$ cat src/rtl/farm_sensor_conditioner.sv
// Farm-road detector conditioner: synchronise, debounce and shape the
// loop-detector level into the S request for the light controller.
module farm_sensor_conditioner #(
    parameter int unsigned DEB_TICKS  = 4,
    parameter int unsigned MIN_TICKS  = 8,
    parameter int unsigned EXT_TICKS  = 3,
    parameter int unsigned MAX_TICKS  = 60,
    parameter int unsigned COOL_TICKS = 20
) (
    input  logic       clk,
    input  logic       rst,
    input  logic       tick,
    input  logic       det_raw,
    input  logic       clr_count,
    output logic       s_req,
    output logic       det_clean,
    output logic [7:0] veh_count,
    output logic       cooldown
);

    typedef enum logic [1:0] {IDLE, REQ, EXT, COOL} state_e;

    localparam logic [7:0] DEB_L  = DEB_TICKS[7:0];
    localparam logic [7:0] MIN_L  = MIN_TICKS[7:0];
    localparam logic [7:0] EXT_L  = EXT_TICKS[7:0];
    localparam logic [7:0] MAX_L  = MAX_TICKS[7:0];
    localparam logic [7:0] COOL_L = COOL_TICKS[7:0];

    logic       sync1_q, sync1_d;
    logic       sync2_q, sync2_d;
    logic       det_clean_q, det_clean_d;
    logic       clean_prev_q, clean_prev_d;
    logic [7:0] deb_q, deb_d;
    logic [7:0] veh_q, veh_d;
    state_e     state_q, state_d;
    logic [7:0] min_q, min_d;
    logic [7:0] max_q, max_d;
    logic [7:0] ext_q, ext_d;
    logic [7:0] cool_q, cool_d;
    logic       s_req_q, s_req_d;
    logic       cooldown_q, cooldown_d;
    logic       rise;

    function automatic logic [7:0] sat_inc(input logic [7:0] v);
        return (v == 8'hFF) ? v : v + 8'd1;
    endfunction

    always_comb begin
        sync1_d      = det_raw;
        sync2_d      = sync1_q;
        clean_prev_d = det_clean_q;
        deb_d        = deb_q;
        det_clean_d  = det_clean_q;
        if (sync2_q == det_clean_q) begin
            deb_d = '0;
        end else if (tick) begin
            if (sat_inc(deb_q) == DEB_L) begin
                deb_d       = '0;
                det_clean_d = sync2_q;
            end else begin
                deb_d = sat_inc(deb_q);
            end
        end
    end

    assign rise = det_clean_q & ~clean_prev_q;

    always_comb begin
        veh_d = veh_q;
        if (clr_count) begin
            veh_d = '0;
        end else if (rise && veh_q != 8'hFF) begin
            veh_d = veh_q + 8'd1;
        end
    end

    // max_t runs across REQ/EXT hand-offs; min_t is only reset from IDLE
    always_comb begin
        state_d = state_q;
        min_d   = min_q;
        max_d   = max_q;
        ext_d   = ext_q;
        cool_d  = '0;
        unique case (state_q)
            IDLE: begin
                min_d = '0;
                max_d = '0;
                if (det_clean_q) state_d = REQ;
            end
            REQ: begin
                ext_d = '0;
                if (tick) begin
                    min_d = sat_inc(min_q);
                    max_d = sat_inc(max_q);
                    if (max_d == MAX_L) begin
                        state_d = COOL;
                    end else if (!det_clean_q && min_d >= MIN_L) begin
                        state_d = (EXT_L == 8'd0) ? IDLE : EXT;
                    end
                end
            end
            EXT: begin
                if (tick) begin
                    ext_d = sat_inc(ext_q);
                    max_d = sat_inc(max_q);
                end
                if (tick && max_d == MAX_L) begin
                    state_d = COOL;
                end else if (det_clean_q) begin
                    state_d = REQ;
                end else if (tick && ext_d == EXT_L) begin
                    state_d = IDLE;
                end
            end
            COOL: begin
                cool_d = cool_q;
                if (tick) begin
                    cool_d = sat_inc(cool_q);
                    if (cool_d == COOL_L) state_d = IDLE;
                end
            end
            default: state_d = IDLE;
        endcase
        s_req_d    = (state_d == REQ) || (state_d == EXT);
        cooldown_d = (state_d == COOL);
    end

    always_ff @(posedge clk or negedge rst) begin
        if (!rst) begin
            sync1_q      <= 1'b0;
            sync2_q      <= 1'b0;
            det_clean_q  <= 1'b0;
            clean_prev_q <= 1'b0;
            deb_q        <= '0;
            veh_q        <= '0;
            state_q      <= IDLE;
            min_q        <= '0;
            max_q        <= '0;
            ext_q        <= '0;
            cool_q       <= '0;
            s_req_q      <= 1'b0;
            cooldown_q   <= 1'b0;
        end else begin
            sync1_q      <= sync1_d;
            sync2_q      <= sync2_d;
            det_clean_q  <= det_clean_d;
            clean_prev_q <= clean_prev_d;
            deb_q        <= deb_d;
            veh_q        <= veh_d;
            state_q      <= state_d;
            min_q        <= min_d;
            max_q        <= max_d;
            ext_q        <= ext_d;
            cool_q       <= cool_d;
            s_req_q      <= s_req_d;
            cooldown_q   <= cooldown_d;
        end
    end

    assign s_req     = s_req_q;
    assign det_clean = det_clean_q;
    assign veh_count = veh_q;
    assign cooldown  = cooldown_q;

endmodule

$ cat config.mk
export PLATFORM = sky130hd
export DESIGN_NAME = farm_sensor_conditioner
export DESIGN_NICKNAME = d
export VERILOG_FILES = /design/src/rtl/farm_sensor_conditioner.sv
export SDC_FILE = /design/constraint.sdc
export NUM_CORES = 1
export LEC_CHECK = 0
export ABC_AREA = 1
export CORE_MARGIN = 4
export CORE_UTILIZATION = 50
export CTS_CLUSTER_DIAMETER = 40
export DETAILED_ROUTE_END_ITERATION = 12
export PLACE_DENSITY = 0.68
export SLEW_MARGIN = 20
export SYNTH_ARGS = -nofsm -noshare
export SYNTH_HDL_FRONTEND = slang
export SYNTH_SLANG_ARGS = --single-unit
$ cat constraint.sdc
create_clock -name clk -period 2.23 [get_ports clk]
set_input_delay 0.3345 -clock clk [delete_from_list [all_inputs] [get_ports clk]]
set_output_delay 0.3345 -clock clk [all_outputs]
set_load 0.05 [all_outputs]
==> out/qor.csv, run 1 <==
metric,value,unit
Fin. Hold Viols,0,
syn_area_per_cell,7.30,um2
prevailing post-synth register cell,dfrtp_1,
overall die width,93.1,um
clock buffer depth,2,
layout cell share with drive strength beyond 1,18.3,%
initial drt markers,158,
synthesis-to-finish area growth,18.8,%
port bufs,15,
max cap viols,0,
"top cells by area, synth","dfrtp_1, nand2_1, inv_1",
clock skew,0.00634,ns
CTS buffer count,5,
CTS tree,yes,
global-route wire length before repair,14.4,mm
Hold Slack,0.158,ns
"Clk pin slew, worst setup/hold paths",0.10,ns
CP Launch Type,register,
Post-CTS Hold Fix Bufs,0,
Max Clock Freq,0.467,GHz
critical path type,register to register,
Hold Crit Class,input port to async pin,
nets,562,
detailed-router iteration count before antenna repair,5,
status,"finished, final reports clean",
clock root buffer,clkbuf_8,
Critical Path RT,2.43,ns
routability cong.,0.878,
Post-synth ARST share,100,%
antenna violations before repair,0,
Clock Latency Late Sink,0.31,ns
Peak VDD IR,0.000472,V
number of synthesized flops with an enable pin,0,
R2R depth,12,
Detailed Route WL,8.28,mm
Power Density,744,nW/um2
minimum clock period,2.14,ns
"Seq/Total Area, Yosys",38.7,%
number of antenna repair diodes,0,
#FFs+latches synth,56,
kind of end point of the critical path,register,
Max Transition Viols Final,0,
core region area,6910,um2
drt wl/cell,12.9,um
Initial Util,52.4,%
vias in the first global route,3266,
All-Layer GR Usage,20.1,%
clock sink total,56,
Leak Pwr,2.06,nW
die footprint,8670,um2
Die H,93.1,um
DP Wirelength,6.15,mm
Mapped Cells,496,
IO Pins,16,
unrepaired setup endpoints after global routing,yes,
"Max FO, Critical Path",3,
htree depth,2,
CP Data Arrival Time,2.35,ns
Yosys top cell by area,dfrtp_1,
grt ovf,0,
Yosys warnings,0,
post-synth cell types,35,
remaining antenna violation count after routing,0,
area share of the largest cell type after synthesis,38.7,%
Slew @ Worst Pin,0.713,ns
FP Rows,30,
largest net degree at the start of global routing,57,
Synth Cell Area,3620,um2
setup TNS,0,ns
Post-Syn Nets,513,
Tcrit/Tclk final,96.1,%
via/cell ratio,5.22,
vias,3349,
fin util,62.3,%
normalized max-slew margin,52.5,%
DRC Markers,0,
Setup-failing EPs final,0,
[report_power, final]
group	leakage (nW)	internal [W]	switching, W
sequential	0.759	0.00114	0.000136
combinational	1.25	0.000514	0.000852
clock	0.0445	0.000224	0.000340
[cell usage in the layout (no fill, tap or decap), types with 6 or more instances in the layout]
master / Yosys / layout
o22ai_1: 18 / 18
xor2_1: 7 / 7
clkdlybuf4s50_1: 0 / 14
inv_1: 62 / 62
o21ai_1: 9 / 6
nand2_2: 8 / 8
nand2_1: 132 / 131
ha_1: 12 / 9
nand3_1: 45 / 41
nand3_2: 3 / 6
a21oi_1: 18 / 14
dfrtp_1: 56 / 53
a21oi_2: 2 / 6
buf_4: 2 / 35
nor2_1: 43 / 41
o21ai_0: 23 / 23
nor2_2: 5 / 7
nand4_1: 10 / 10
[worst max-delay path, stage by stage, from the launching register on]
cell	delay, ns
dfrtp_1	0.39
ha_1	0.22
nand3_1	0.13
nor2_1	0.07
nand2_1	0.11
nand2_1	0.06
nor2_1	0.13
nand2_1	0.09
o21ai_2	0.16
nand3_1	0.11
a21oi_2	0.17
a21oi_2	0.09
ha_1	0.29
[sequential cells by signal, summed over array words and instances, names as in the netlist]
register,cells
cool_q,8
deb_q,8
ext_q,8
max_q,8
min_q,8
veh_count,8
state_q,2
clean_prev_q,1
cooldown,1
det_clean,1
s_req,1
sync1_q,1
sync2_q,1
[area by class of cell]
| class | instances | area (um2) |
|---|---|---|
| Clock buffer | 5 | 68.8 |
| Clock inverter | 3 | 21.3 |
| Fill cell | 637 | 2600 |
| Inverter | 66 | 248 |
| Multi-Input combinational cell | 366 | 2030 |
| Sequential cell | 56 | 1410 |
| Tap cell | 96 | 120 |
| Timing Repair Buffer | 50 | 408 |
[synth_stat cells, types with 3 or more instances]
master      n
ha_1       12
nand2_2     8
nor2_1     43
buf_2       3
nor2_4      5
inv_1      62
o21ai_1     9
nand3_1    45
nand2_4     4
dfrtp_1    56
inv_2       4
xnor2_1     4
clkbuf_1    3
nor2_2      5
nor3_1      5
a21oi_1    18
nand2_1   132
nand3_2     3
xor2_1      7
o22ai_1    18
nand4_1    10
o21ai_0    23
[path summary, 6_finish.rpt]
kind                                from        end  slack, ns
worst max register to register  min_q[0]      s_req       0.09
max in group asynchronous            rst  cool_q[2]       1.57
worst min register to register   sync1_q    sync2_q       0.38
worst max-delay path            min_q[0]      s_req       0.09
min in group clk                 sync1_q    sync2_q       0.38
worst min-delay path                 rst   max_q[7]       0.16
[through the flow]
step	setup WS, ns	std cells	cell area, um2	total power (W)
2_1_floorplan	0.236	496	3620	0.00209
3_3_place_gp	-0.0631	624	4030	0.00248
3_5_place_dp	-0.162	624	4030	0.00251
4_1_cts	0.0128	632	4130	0.00310
5_1_grt	-0.0787	642	4300	0.00346
6_report	0.0877	642	4300	0.00320
[per-layer routing]
metal  share of wire, %  GRT usage, %
met1                 46          25.9
met3                2.7          3.22
met5                  0             0
met2                 50          34.6
met4                1.3          6.72
[kinds of logic (layout without fill, tap and decap cells)]
logic type / after synthesis / in the layout / share of synthesized area [%]
simple gates: 264 / 264 / 33.9
compound gates: 78 / 78 / 12.4
buf+inv: 74 / 124 / 7.98
flops: 56 / 56 / 38.7
fa+ha+maj: 12 / 12 / 4.15
xor+xnor: 11 / 11 / 2.66
mux: 1 / 1 / 0.276
[timing repair]
action / CTS / global route
pin swaps: 0 / 10
setup buffers: 0 / 10
gates resized for setup: 3 / 22
endpoints found under the setup margin: 1 / 4
No activity file was read; power rests on OpenSTA's default activity.
==> run 2, diff against run 1 <==
--- a/config.mk
+++ b/config.mk
@@ -6,11 +6,13 @@
 export NUM_CORES = 1
 export LEC_CHECK = 0
 export ABC_AREA = 1
+export ABC_CLOCK_PERIOD_IN_PS = 2230
 export CORE_MARGIN = 4
 export CORE_UTILIZATION = 50
 export CTS_CLUSTER_DIAMETER = 40
 export DETAILED_ROUTE_END_ITERATION = 12
 export PLACE_DENSITY = 0.68
+export RECOVER_POWER = 25
 export SLEW_MARGIN = 20
 export SYNTH_ARGS = -nofsm -noshare
 export SYNTH_HDL_FRONTEND = slang
==> run 2 against run 1 <==
Combinational power about the same; register-to-register slack is essentially flat; sequential share of layout area hardly changed; wire length about the same; count of clock-buffer cells in the layout unchanged; first-iteration DRC count decreased by 8.2%; critical path type unchanged; critical endpoint unchanged; largest power group unchanged.
==> out/qor.csv, run 2 (synthesized netlist as in run 1, its figures left out) <==
metric,value,unit
R2R depth,12,
reg-to-reg startpoint,min_q[0],
via/cell ratio,5.23,
routed wl met2,4.13,mm
met1 wire length,3.82,mm
Power Density,744,nW/um2
minimum clock period,2.14,ns
vias in the first global route,3266,
max cap viols,0,
"most common cell after layout, fill and taps aside",nand2_1,
Fin. Hold Viols,0,
vias,3355,
clock buffer depth,2,
clock root buffer,clkbuf_8,
Layout fillers,638,
detailed-router iteration count before antenna repair,5,
clock skew,0.00637,ns
remaining antenna violation count after routing,0,
Tcrit/Tclk final,96.0,%
Leak Pwr,2.06,nW
status,"finished, final reports clean",
fin util,62.3,%
IO Pins,16,
die footprint,8670,um2
All-Layer GR Usage,20.1,%
nets,562,
Clock Latency Late Sink,0.31,ns
Peak VDD IR,0.000472,V
Max Used Layer,met4,
Max Clock Freq,0.467,GHz
setup TNS,0,ns
htree depth,2,
antenna violations before repair,0,
Layout Cells excl Fill,642,
CP Data Arrival Time,2.34,ns
Detailed Route WL,8.28,mm
Max Transition Viols Final,0,
RR Endpoint,s_req,
Critical Path RT,2.43,ns
Initial Util,52.4,%
power consumption,0.00320,W
placed insts,624,
grt ovf,0,
number of antenna repair diodes,0,
synthesis-to-finish area growth,18.8,%
CTS buffer count,5,
clock sink total,56,
unrepaired setup endpoints after global routing,yes,
critical path endpoint,s_req,
most frequent cells in the layout,"nand2_1, inv_1, dfrtp_1",
metal3 WL,228,um
Setup-failing EPs final,0,
global-route wire length before repair,14.4,mm
CP Launch Point,min_q[0],
"Clk pin slew, worst setup/hold paths",0.10,ns
Sequential Area,1410,um2
kind of end point of the critical path,register,
largest net degree at the start of global routing,57,
overall die width,93.1,um
"Max FO, Critical Path",3,
routability cong.,0.878,
DRC Markers,0,
Die H,93.1,um
FP Rows,30,
Slew @ Worst Pin,1.40,ns
Hold Crit Class,register to register,
port bufs,15,
core region area,6910,um2
footprint of the multi-input gates,2030,um2
drt wl/cell,12.9,um
initial drt markers,145,
normalized max-slew margin,6.49,%
r2r setup slk,0.09,ns
CP Launch Type,register,
CTS tree,yes,
layout cell share with drive strength beyond 1,18.3,%
critical path type,register to register,
DP Wirelength,6.15,mm
## run 2: cell types whose count changed in the layout (fill, tap and decap cells not counted), sizes merged
| cell | change |
|---|---|
| buf | -1 |
| clkbuf | +1 |
| clkdlybuf4s50 | -1 |
| dlygate4sd3 | +1 |
## run 2: layout make-up
| cell class | instances | area share (%) |
|---|---|---|
| clock buffer | 5 | 1.60 |
| clock inverter | 3 | 0.495 |
| inverter | 66 | 5.76 |
| multi-input combinational | 366 | 47.3 |
| sequential | 56 | 32.7 |
| tap | 96 | 2.79 |
| timing repair buffer | 50 | 9.43 |
## run 2: report_power, final
group          leakage, nW  internal, W  switching (W)
combinational         1.25     0.000513       0.000851
sequential           0.759      0.00114       0.000136
clock               0.0445     0.000224       0.000340
total                 2.06      0.00187        0.00133
## run 2: worst max-delay path: stages (launching register included)
cell	delay (ns)
dfrtp_1	0.39
ha_1	0.22
nand3_1	0.13
nor2_1	0.07
nand2_1	0.11
nand2_1	0.06
nor2_1	0.13
nand2_1	0.09
o21ai_2	0.16
nand3_1	0.11
a21oi_2	0.17
a21oi_2	0.09
ha_1	0.29
## run 2: through the flow
step / hold WS [ns] / instance area [um2] / setup slack [ns]
6_report: 0.376 / 4300 / 0.0895
5_1_grt: 0.383 / 4300 / -0.0787
4_1_cts: 0.181 / 4130 / 0.0128
3_5_place_dp: 0.354 / 4030 / -0.162
3_3_place_gp: 0.348 / 4030 / -0.0631
2_1_floorplan: 0.0389 / 3620 / 0.236
## run 2: metal layers
metal | track usage (%) | vias to the layer above
met3 | 3.22 | 10
met5 | 0 | -
met2 | 34.6 | 60
li1 | - | 1719
met1 | 25.9 | 1566
met4 | 6.72 | 0
## run 2: worst min-delay path by stage
stage / end / depth (start not counted) / startpoint / slack, ns
final: sync2_q / 0 / sync1_q / 0.38
after detailed placement: sync2_q / 0 / sync1_q / 0.35
after global placement: sync2_q / 0 / sync1_q / 0.35
after floorplan: clean_prev_q / 0 / rst / 0.04
after CTS: max_q[7] / 2 / rst / 0.18
after global routing: sync2_q / 0 / sync1_q / 0.38
## run 2: repair_timing
| item | CTS | global route |
|---|---|---|
| hold buffers | 0 | 0 |
| resized for setup | 3 | 22 |
| pin swaps | 0 | 10 |
| setup endpoints to repair | 1 | 4 |
| setup buffers | 0 | 10 |
